File: src/rtl/req_encoder32to5_pkg.sv
// Shared widths, state encoding and mask helpers for the 32-line request encoder.
package req_encoder32to5_pkg;

  localparam int NUM_LINES = 32;
  localparam int CODE_W    = 5;

  typedef enum logic {
    IDLE  = 1'b0,
    SERVE = 1'b1
  } state_t;

  // Two or more bits set: clearing the lowest set bit still leaves something.
  function automatic logic multi_hot(input logic [NUM_LINES-1:0] mask);
    return (mask & (mask - NUM_LINES'(1))) != '0;
  endfunction

endpackage

File: src/rtl/req_encoder32to5_prienc.sv
// Combinational priority encoder: 32-bit mask to 5-bit index plus any-bit flag.
module prienc32to5
  import req_encoder32to5_pkg::*;
#(
  parameter bit MSB_FIRST = 1'b1
) (
  input  logic [NUM_LINES-1:0] mask,
  output logic [CODE_W-1:0]    idx,
  output logic                 any
);

  always_comb begin
    idx = '0;
    any = |mask;
    // Later hits overwrite earlier ones, so scan direction picks the winner.
    if (MSB_FIRST) begin
      for (int i = 0; i < NUM_LINES; i++)
        if (mask[i]) idx = CODE_W'(i);
    end else begin
      for (int i = NUM_LINES - 1; i >= 0; i--)
        if (mask[i]) idx = CODE_W'(i);
    end
  end

endmodule

File: src/rtl/req_encoder32to5.sv
// Captures a multi-hot request mask and presents one set index per ack, in priority order.
module req_encoder32to5
  import req_encoder32to5_pkg::*;
#(
  parameter bit MSB_FIRST = 1'b1
) (
  input  logic                 clock,
  input  logic                 clear,
  input  logic [NUM_LINES-1:0] req,
  input  logic                 load,
  input  logic                 ack,
  output logic [CODE_W-1:0]    code,
  output logic                 valid,
  output logic                 busy,
  output logic                 multi,
  output logic                 none
);

  state_t               state_p1;
  logic [NUM_LINES-1:0] pending_p1;
  logic [NUM_LINES-1:0] pend_nxt;
  logic [CODE_W-1:0]    nxt_idx;
  logic                 nxt_any;

  // Next-pending feeds the single encoder, so the new code lands on the same edge.
  always_comb begin
    pend_nxt = pending_p1;
    if (state_p1 == IDLE) begin
      if (load) pend_nxt = req;
    end else if (ack && valid) begin
      pend_nxt = pending_p1 & ~(NUM_LINES'(1) << code);
    end
  end

  prienc32to5 #(
    .MSB_FIRST(MSB_FIRST)
  ) u_prienc (
    .mask(pend_nxt),
    .idx (nxt_idx),
    .any (nxt_any)
  );

  // Stage p1: state and registered outputs
  always_ff @(posedge clock) begin
    if (!clear) begin
      state_p1   <= IDLE;
      pending_p1 <= '0;
      code       <= '0;
      valid      <= 1'b0;
      busy       <= 1'b0;
      multi      <= 1'b0;
      none       <= 1'b0;
    end else begin
      case (state_p1)
        IDLE: begin
          none <= 1'b0;
          if (load) begin
            if (nxt_any) begin
              pending_p1 <= pend_nxt;
              state_p1   <= SERVE;
              busy       <= 1'b1;
              valid      <= 1'b1;
              code       <= nxt_idx;
              multi      <= multi_hot(req);
            end else begin
              none <= 1'b1;
            end
          end
        end
        SERVE: begin
          none <= 1'b0;
          if (ack && valid) begin
            pending_p1 <= pend_nxt;
            if (nxt_any) begin
              code <= nxt_idx;
            end else begin
              code     <= '0;
              valid    <= 1'b0;
              busy     <= 1'b0;
              multi    <= 1'b0;
              state_p1 <= IDLE;
            end
          end
        end
        default: state_p1 <= IDLE;
      endcase
    end
  end

endmodule

File: config.mk
export PLATFORM = sky130hd
export DESIGN_NAME = req_encoder32to5
export DESIGN_NICKNAME = d
export VERILOG_FILES = /design/src/rtl/req_encoder32to5_pkg.sv /design/src/rtl/req_encoder32to5_prienc.sv /design/src/rtl/req_encoder32to5.sv
export SDC_FILE = /design/constraint.sdc
export NUM_CORES = 1
export LEC_CHECK = 0
export ABC_AREA = 1
export CAP_MARGIN = 30
export CELL_PAD_IN_SITES_DETAIL_PLACEMENT = 2
export CELL_PAD_IN_SITES_GLOBAL_PLACEMENT = 2
export CORE_MARGIN = 2
export CORE_UTILIZATION = 25
export CTS_BUF_LIST = sky130_fd_sc_hd__clkbuf_8
export DETAILED_ROUTE_END_ITERATION = 10
export PLACE_DENSITY_LB_ADDON = 0.05
export SYNTH_ARGS = -nofsm -noshare
export SYNTH_HDL_FRONTEND = slang
export SYNTH_SLANG_ARGS = --single-unit
File: constraint.sdc
create_clock -name clock -period 3.78 [get_ports clock]
set_input_delay 0.945 -clock clock [delete_from_list [all_inputs] [get_ports clock]]
set_output_delay 0.945 -clock clock [all_outputs]
set_load 0.05 [all_outputs]
-- Yosys cells after proc, flatten, opt, wreduce, memory -nomap -nowiden
Cells that the tools add are included.
- eq/ne operators: 4
- bitwise gates (word level): 4
- $mul: 0
- muxes and demuxes: 58
- shift operators: 1
- reduce and logical (&&, ||, !) cells: 5
- divide/modulo/power cells: 0
- magnitude comparators: 0
- $add $sub $neg: 1
- operators by type and width (cell ; count):
    2-to-1 mux 32 bit ; 6
    2-to-1 mux 5 bit ; 20
    AND 32 bit ; 2
    case mux 32 bit (2 select lines) ; 1
    2-to-1 mux 4 bit ; 8
    NOT 32 bit ; 1
    nonzero test 32 bit ; 1
    OR reduction 32 bit ; 1
    << shifter 1 x 5 -> 32 bit, first input constant ; 1
    subtractor 32 x 1 -> 32 bit, second input constant ; 1
    2-to-1 mux 1 bit ; 12
    2-to-1 mux 3 bit ; 4
    case mux 5 bit (2 select lines) ; 1
    case mux 1 bit (2 select lines) ; 4
    inequality test 2 bit, second input constant ; 3
    2-to-1 mux 2 bit ; 2
    AND reduction 4 bit ; 1
    AND reduction 3 bit ; 1
    inequality test 2 x 1 -> 1 bit, second input constant ; 1
    logical AND 1 bit ; 1
    NOT 1 bit ; 1
- RAM bits: 0
- register bits after elaboration: 41
- ROM bits: 0
- memories kept: 0
- latch bits: 0

-- Depth between registers and ports, before layout
Gate-level depths: netlist of the first run.
- depth in word-level cells: 39
- gate-level depth with buffers: 39
- depth with buffers taken out: 38

-- Cells and area by module
From an unflattened synthesis of the first run, not the netlist that was laid out.
- cells, all modules: 620
- area total of the unflattened synthesis: 3433.3 sq um
- modules (own cells, without submodules) (module ; seq. area each (sq um) ; area an instance (sq um) ; instances ; cells an instance):
    req_encoder32to5 ; 820.8 ; 3004.1 ; 1 ; 514
    prienc32to5 ; 0.0 ; 429.2 ; 1 ; 106

-- Least setup slack after synthesis of the first run
OpenSTA, ideal clock, no wires.
- path kind: input port to flip-flop
- start: input port req[0]
- end: register multi
- arrival time: 3.414 ns
- buffers on the path: 0
- cell stages on the path: 27
- path slack: 0.247 ns
- cells stage by stage: nor2_2 > nand2_1 > nor2_2 > inv_2 > nor2_4 > inv_2 > nor2_4 > nand2_2 > nor2_4 > nand2_2 > nor2_2 > nand2_1 > nor3_2 > inv_2 > nor2_2 > inv_2 > or2_4 > nor2_4 > nand2_2 > nor2_4 > nand2_2 > nor3_1 > nor2_1 > nor4_2 > nand3_1 > nand2_1 > a21oi_1
- cells in the longest elaborated chain, start to end: 6
- elaborated cells on any way between the ends: 12
- RTL lines (item ; RTL line ; source):
    start, declared ; req_encoder32to5.sv:9 ; input logic [NUM_LINES-1:0] req,
    subtractor 32 x 1 -> 32 bit ; req_encoder32to5_pkg.sv:14 ; return (mask & (mask - NUM_LINES'(1))) != '0;
    AND 32 bit ; req_encoder32to5_pkg.sv:14 ;
    nonzero test 32 bit ; req_encoder32to5_pkg.sv:14 ;
    2-to-1 mux 1 bit ; req_encoder32to5.sv:58 ; if (nxt_any) begin
    2-to-1 mux 1 bit ; req_encoder32to5.sv:57 ; if (load) begin
    case mux 1 bit (2 select lines) ; req_encoder32to5.sv:54 ; case (state_p1)
    end signal, assigned ; req_encoder32to5.sv:64 ; multi <= multi_hot(req);
    end, declared ; req_encoder32to5.sv:15 ; output logic multi,
Several ways; a longest one is shown, not always the timed one. The select of a mux whose other input is x is not followed.
A chain may end at the register's enable or synchronous reset.

-- Worst setup path in the final report of the first run
- start: input port req[1]
- end: register multi
Same word-level chain as after synthesis.

==> results of run 1 <==
worst max path at each step:
stage / start / endpoint / slack [ns] / cells after the start
floorplan: req[0] / multi / 0.25 / 27
global placement: req[0] / multi / -0.42 / 30
detailed placement: req[0] / multi / -0.69 / 30
CTS: req[0] / multi / -0.29 / 28
global route: req[1] / multi / -0.49 / 30
finish: req[1] / multi / -0.20 / 30
synthesized netlist by cell type (2+ instances only):
master                       n
sky130_fd_sc_hd__nor4_1      6
sky130_fd_sc_hd__nand4_1     3
sky130_fd_sc_hd__buf_4       2
sky130_fd_sc_hd__buf_6       3
sky130_fd_sc_hd__buf_2       7
sky130_fd_sc_hd__a31oi_1     5
sky130_fd_sc_hd__o21bai_1    2
sky130_fd_sc_hd__nand3_1    14
sky130_fd_sc_hd__clkbuf_1    9
sky130_fd_sc_hd__a211oi_1    2
sky130_fd_sc_hd__nor4_2      2
sky130_fd_sc_hd__mux2i_1    18
sky130_fd_sc_hd__nor2_2      4
sky130_fd_sc_hd__o21ai_0    54
sky130_fd_sc_hd__o2111ai_1   2
sky130_fd_sc_hd__nand2_2     4
sky130_fd_sc_hd__nor2_4      5
sky130_fd_sc_hd__nor2_1     40
sky130_fd_sc_hd__nor3_1      8
sky130_fd_sc_hd__dfxtp_1    41
sky130_fd_sc_hd__nand2_1    98
sky130_fd_sc_hd__inv_1      60
sky130_fd_sc_hd__inv_2       6
sky130_fd_sc_hd__a21oi_1    67
sky130_fd_sc_hd__a21boi_0    2
sequential cells by signal (all words and copies together) (netlist names):
signal,flops
pending_p1,32
state_p1,1
none,1
multi,1
code,5
busy,1
final cells by class:
type | instances | area, µm² | area share, %
well taps | 143 | 179 | 4.10
inverters | 67 | 251 | 5.77
clock inverters | 3 | 46.3 | 1.06
clock buffers | 5 | 68.8 | 1.58
repair buffers | 123 | 1090 | 25.0
multi-input cells | 348 | 1900 | 43.7
flip-flops and latches | 41 | 821 | 18.8
through the flow:
stage          setup slack, ns  instances  hold slack (ns)  util [%]
5_1_grt                 -0.491        730            0.501      37.7
3_3_place_gp            -0.419        712            0.457      35.0
4_1_cts                 -0.291        720            0.477      36.1
2_1_floorplan            0.247        477            0.430         -
3_5_place_dp            -0.686        712            0.463      35.0
6_report                -0.197        730            0.472      37.7
kinds of logic (layout without fill, tap and decap cells):
group / after synthesis / in the layout / synth area share (%)
simple gates: 188 / 188 / 28.3
compound gates: 141 / 141 / 25.4
buf+inv: 88 / 198 / 12.3
flops: 41 / 41 / 27.5
mux: 18 / 18 / 6.03
fa+ha+maj: 1 / 1 / 0.377
power by group through the flow:
| stage | registers [W] | logic [W] | clock network, W |
|---|---|---|---|
| after global routing | 0.000515 | 0.000596 | 0.000417 |
| final | 0.000509 | 0.000536 | 0.000381 |
| after floorplan | 0.000527 | 0.000264 | 0 |
| after CTS | 0.000508 | 0.000532 | 0.000395 |
| after global placement | 0.000516 | 0.000509 | 0 |
| after detailed placement | 0.000518 | 0.000526 | 0 |
per-layer routing:
metal	share of wire [%]	vias to the layer above
met5	0	-
li1	-	1805
met4	1.1	0
met2	52	44
met1	45	1746
met3	1.9	10
cells in the final DEF, fill, tap and decap left out, drive strengths merged:
master / synthesis / routed
a2111o: 1 / 1
a211oi: 2 / 2
a21boi: 2 / 2
a21oi: 68 / 68
a221oi: 1 / 1
a22o: 1 / 1
a31oi: 5 / 5
and2: 1 / 1
buf: 12 / 81
bufinv: 0 / 1
clkbuf: 9 / 5
clkdlybuf4s50: 0 / 37
clkinv: 1 / 2
clkinvlp: 0 / 1
dfxtp: 41 / 41
dlymetal6s2s: 0 / 5
inv: 66 / 66
maj3: 1 / 1
mux2i: 18 / 18
nand2: 102 / 102
nand3: 14 / 14
nand4: 3 / 3
nor2: 49 / 49
nor3: 9 / 9
nor4: 8 / 8
o2111ai: 2 / 2
o211ai: 1 / 1
o21ai: 54 / 54
o21bai: 2 / 2
o311ai: 1 / 1
o31ai: 1 / 1
or2: 2 / 2
timing repair:
item	in CTS	in global routing
resized for setup	2	39
endpoints found under the setup margin	1	35
setup buffers	0	10
pin swaps	0	26
worst min-delay path, stage by stage, from the launching register on:
cell	delay, ns
sky130_fd_sc_hd__dfxtp_1	0.31
sky130_fd_sc_hd__inv_1	0.07
sky130_fd_sc_hd__a21oi_1	0.06
==> flow_summary.toml, run 1 <==
[floorplan]
die_w_um = 113
num_rows = 39
floorplan.die_area_um2 = 12800
core_area_um2 = 11600
ioPinCount = 45
die_y_extent_um = 113
initial_core_util_pct = 25.8

[pwr]
switchingPower_w = 0.000524
total_power_w = 0.00143
power-per-cell-area_nw_per_um2 = 327
p_int_w = 0.000903
irDropWorstVdd_uv = 138
p_seq_share_pct = 35.7
switching_share_pct = 36.7
total_leakage_power_nw = 2.03
comb_power_share_pct = 37.6
power.clock.fraction_pct = 26.7

[finish]
fin_area_um2 = 4360
nets = 622
filler_cell_count = 1419
final_layout_size_suffix_gt1_share_pct = 22.1
n_antenna_cell = 0
synthToLayoutAreaGrowth_pct = 45.8

[yosys]
netlist.area_leader.share_pct = 27.5
yosys.cell_types.count = 38
synth_cells = 477
synthesized_netlist_net_count = 513
synth_ff_type = "sky130_fd_sc_hd__dfxtp_1"
synth_enable_flop_cells = 0
netlist_area_um2 = 2990
synth_warnings = 0
synth_seq_cells = 41
seq_area_frac_synth_pct = 27.5
synth_area_per_cell_um2 = 6.27
post-synth-top-area-cell = "sky130_fd_sc_hd__dfxtp_1"
synth_async_sr_flop_share_pct = 0
top_cells_by_area_synth = "sky130_fd_sc_hd__dfxtp_1 (27%), sky130_fd_sc_hd__nand2_1 (12%), sky130_fd_sc_hd__a21oi_1 (11%)"

[setup_path]
worst-r2r-cell-count = 20
timing_worst_setup_path_type = "input pin to flop"
timing.critical_path.to_type = "flop"
critical-path-top-cell-by-count = "sky130_fd_sc_hd__nor2_4"
critical-path-max-stage-delay_ns = 0.27
critPathRequiredTime_ns = 3.98
arrival_ns = 4.17
worst-r2r-setup-slack_ns = 0.44
path_delay_family = "simple AND/OR/NAND/NOR gates"
worst_path_max_delay_cell = "sky130_fd_sc_hd__or2_4"
timing.rr.start = "state_p1"
crit-reg2reg-capture = "pending_p1[15]"
start_kind = "input pin"
worstPathMaxFanout = 3
cp_num_buf_inv = 5

[timing]
tightestPinTransition_ns = 0.505
period_needed_ns = 3.98
achievable-frequency_mhz = 251
grt_setup_unrepaired = "yes"
drv_slew = 0
slack_of_the_critical_path_ns = -0.197
slew_headroom_pct = 66.1
skew_ns = 0.0104
timing.final.setup_violations = 1
timing.setup.tns_ns = -0.197
hold_violations = 0
layout_worst_path_cycle_share_pct = 105

[clock_tree]
clk_latency_ns = 0.31
cts_bufs_inserted = 5
cts.hold.buffers_added = 0
cts_htree_levels = 2
clk_pin_slew_worst_paths_ns = 0.09
clock_sink_count = 41
clock_root_buffer = "sky130_fd_sc_hd__clkbuf_8"
cts_max_path_buffers = 2
cts_tree = "built"

[global_route]
grt_antenna_before_repair = 0
grt_max_degree = 42
globalRouteTotalUtil_pct = 19.6
via_count_of_the_first_global_routing_pass = 3863
grt_remaining_overflow = 0
global_route_wire_length_before_repair_um = 19800
gr-usage-met3_pct = 2.14
grt_most_used_layer = "met2"
met1_usage_pct = 24.1
grt.met2_usage_pct = 36.6

[min_path]
start_point_of_the_worst_min_delay_path = "pending_p1[3]"
timing.hold.worst_endpoint = "pending_p1[3]"
hold-path-cell-count = 2
min_path_type = "flop to flop"

[run]
drv.max_cap_violation_count = 0

[route]
via_count = 3605
post_drt_wl_per_cell_um = 17.2
vias_per_cell = 4.94
wirelength_um = 12500
drt_first_pass_iters = 4
drt_iter0_drc = 87
drtAntennaViolNets = 0
route.detailed.drc = 0

[placement]
dp_hpwl_um = 10000
gp_congestion = 0.782
placedInstanceArea_um2 = 4050
io_buffer_count = 44

[outcome]
violations = "setup timing"
status = "finished with violations"
Note: power is estimated with default switching activity, not from simulation.
==> run 2: changes to the inputs <==
- DONT_BUFFER_PORTS: not set -> 1
- SKIP_CTS_REPAIR_TIMING: not set -> 1
==> flow_summary.toml, run 2 (synthesis results as in run 1) <==
[setup_path]
worstPathMaxFanout = 66
path_delay_family = "simple AND/OR/NAND/NOR gates"
worst-r2r-cell-count = 16
start_kind = "input pin"
arrival_ns = 3.69
timing_worst_setup_path_type = "input pin to flop"
crit-reg2reg-capture = "pending_p1[18]"
cp_num_buf_inv = 4
worst_path_max_delay_cell = "sky130_fd_sc_hd__nor4_2"
worst-r2r-setup-slack_ns = 0.45
ordered_cell_list_for_the_critical_path = "nand2_1, buf_12, mux2i_1, a21oi_1, nor4_2, nand3_1, nor2_1, nand4_1, nand2_1, inv_1, a21oi_2, inv_2, buf_12, o21ai_0, a21oi_1"
timing.critical_path.to_type = "flop"
timing.rr.start = "state_p1"
critPathRequiredTime_ns = 3.98
critical-path-max-stage-delay_ns = 0.41

[global_route]
via_count_of_the_first_global_routing_pass = 3466
global_route_wire_length_before_repair_um = 18900
globalRouteTotalUtil_pct = 18.8
grt_remaining_overflow = 0
grt_antenna_before_repair = 0
grt_max_degree = 67

[route]
drt_iter0_drc = 84
post_drt_wl_per_cell_um = 18.2
via_count = 3247
route.detailed.drc = 0
vias_per_cell = 5.10
drt_first_pass_iters = 4
drtAntennaViolNets = 0
wirelength_um = 11600

[timing]
slack_of_the_critical_path_ns = 0.286
timing.final.setup_violations = 0
drv_slew = 0
skew_ns = 0.0101
grt_setup_unrepaired = "no"
tightestPinTransition_ns = 0.571
achievable-frequency_mhz = 286
period_needed_ns = 3.49
layout_worst_path_cycle_share_pct = 92.4
slew_headroom_pct = 61.9
hold_violations = 0

[placement]
pre_cts_ws_ns = -0.0943
dp_hpwl_um = 9400
io_buffer_count = 0
gp_congestion = 0.810
placedInstanceArea_um2 = 3310

[floorplan]
die_y_extent_um = 113
num_rows = 39
floorplan.die_area_um2 = 12800
core_area_um2 = 11600
ioPinCount = 45
initial_core_util_pct = 25.8
die_w_um = 113

[finish]
register_bank_with_the_most_flops = "pending_p1"
reg_top3 = "pending_p1 (32), code (5)"
finish.utilization_pct = 29.7
fin_area_um2 = 3440
synthToLayoutAreaGrowth_pct = 15.0
final_layout_size_suffix_gt1_share_pct = 13.0
seqCellArea_um2 = 821
final_common_cell = "sky130_fd_sc_hd__nand2_1"
filler_cell_count = 1431
largest_register_ffs = 32
mostFrequentLayoutCells = "sky130_fd_sc_hd__nand2_1 (98), sky130_fd_sc_hd__a21oi_1 (67), sky130_fd_sc_hd__inv_1 (61), sky130_fd_sc_hd__o21ai_0 (54), sky130_fd_sc_hd__dfxtp_1 (41)"
n_antenna_cell = 0
nets = 529
multiInputGateArea_um2 = 1800

[min_path]
timing.hold.worst_endpoint = "pending_p1[3]"
hold-path-cell-count = 2
min_path_type = "flop to flop"
start_point_of_the_worst_min_delay_path = "pending_p1[3]"

[pwr]
power.clock.fraction_pct = 30.3
p_int_w = 0.000821
p_seq_share_pct = 39.2
total_leakage_power_nw = 1.56
irDropWorstVdd_uv = 147
comb_power_share_pct = 30.5
power-per-cell-area_nw_per_um2 = 374
switching_share_pct = 36.1
switchingPower_w = 0.000465

[clock_tree]
clk_latency_ns = 0.31
clk_pin_slew_worst_paths_ns = 0.09
clock_sink_count = 41
cts_tree = "built"
cts_bufs_inserted = 5
clock_root_buffer = "sky130_fd_sc_hd__clkbuf_8"
cts_htree_levels = 2
cts_max_path_buffers = 2

[outcome]
status = "complete, no violations"

[run]
drv.max_cap_violation_count = 0
[run 2: changes by cell type in the layout (fill, tap and decap cells not counted), sizes merged]
| cell | change |
|---|---|
| buf | -51 |
| clkbuf | +1 |
| clkdlybuf4s50 | -37 |
| clkinv | -1 |
| clkinvlp | -1 |
| dlymetal6s2s | -5 |
| inv | +1 |
[run 2: worst max path at each step]
stage / start / to / cells past startpoint / slack, ns
after floorplan: req[0] / multi / 27 / 0.25
after global placement: req[0] / multi / 29 / 0.07
after detailed placement: req[0] / multi / 29 / -0.09
after CTS: req[0] / multi / 29 / 0.21
after global routing: req[0] / multi / 29 / 0.006
final: load / pending_p1[18] / 15 / 0.29
[run 2: final cells by class]
type / count / share of cell area (%)
clock inverters: 2 / 0.983
clock buffers: 6 / 2.40
inverters: 67 / 7.39
multi-input cells: 348 / 52.5
flip-flops and latches: 41 / 23.9
well taps: 143 / 5.21
repair buffers: 30 / 7.64
[run 2: stage by stage]
stage | TNS [ns] | cells | hold slack (ns) | power [W]
after floorplan | 0 | 477 | 0.430 | 0.000791
final | 0 | 637 | 0.467 | 0.00129
after detailed placement | -0.100 | 629 | 0.454 | 0.000912
after CTS | 0 | 637 | 0.468 | 0.00130
after global routing | 0 | 637 | 0.514 | 0.00137
after global placement | 0 | 629 | 0.457 | 0.000900
[run 2: power by group through the flow]
stage          Combinational, W  Sequential, W  Clock, W
2_1_floorplan          0.000264       0.000527         0
3_3_place_gp           0.000389       0.000512         0
3_5_place_dp           0.000398       0.000514         0
4_1_cts                0.000401       0.000504  0.000398
6_report               0.000393       0.000504  0.000390
5_1_grt                0.000448       0.000510  0.000416
[run 2: worst reg2reg max path: stages (launching register included)]
cell and delay, ns:
sky130_fd_sc_hd__dfxtp_1 0.34, sky130_fd_sc_hd__inv_1 0.10, sky130_fd_sc_hd__nand2_1 0.33, sky130_fd_sc_hd__buf_12 0.20
sky130_fd_sc_hd__mux2i_1 0.24, sky130_fd_sc_hd__a21oi_1 0.11, sky130_fd_sc_hd__nor4_2 0.41, sky130_fd_sc_hd__nand3_1 0.23
sky130_fd_sc_hd__nor2_1 0.18, sky130_fd_sc_hd__nand4_1 0.16, sky130_fd_sc_hd__nand2_1 0.12, sky130_fd_sc_hd__inv_1 0.09
sky130_fd_sc_hd__a21oi_2 0.15, sky130_fd_sc_hd__inv_2 0.06, sky130_fd_sc_hd__buf_12 0.18, sky130_fd_sc_hd__o21ai_0 0.27
sky130_fd_sc_hd__a21oi_1 0.06
[run 2: per-layer routing]
metal | wire length [µm] | part of all wire (%) | up-vias | track usage, %
met1 | 5340 | 46 | 1588 | 23.9
met2 | 5730 | 49 | 39 | 33.7
li1 | - | - | 1616 | -
met3 | 454 | 3.9 | 4 | 3.16
met4 | 95 | 0.82 | 0 | 3.66
met5 | 0 | 0 | - | 0
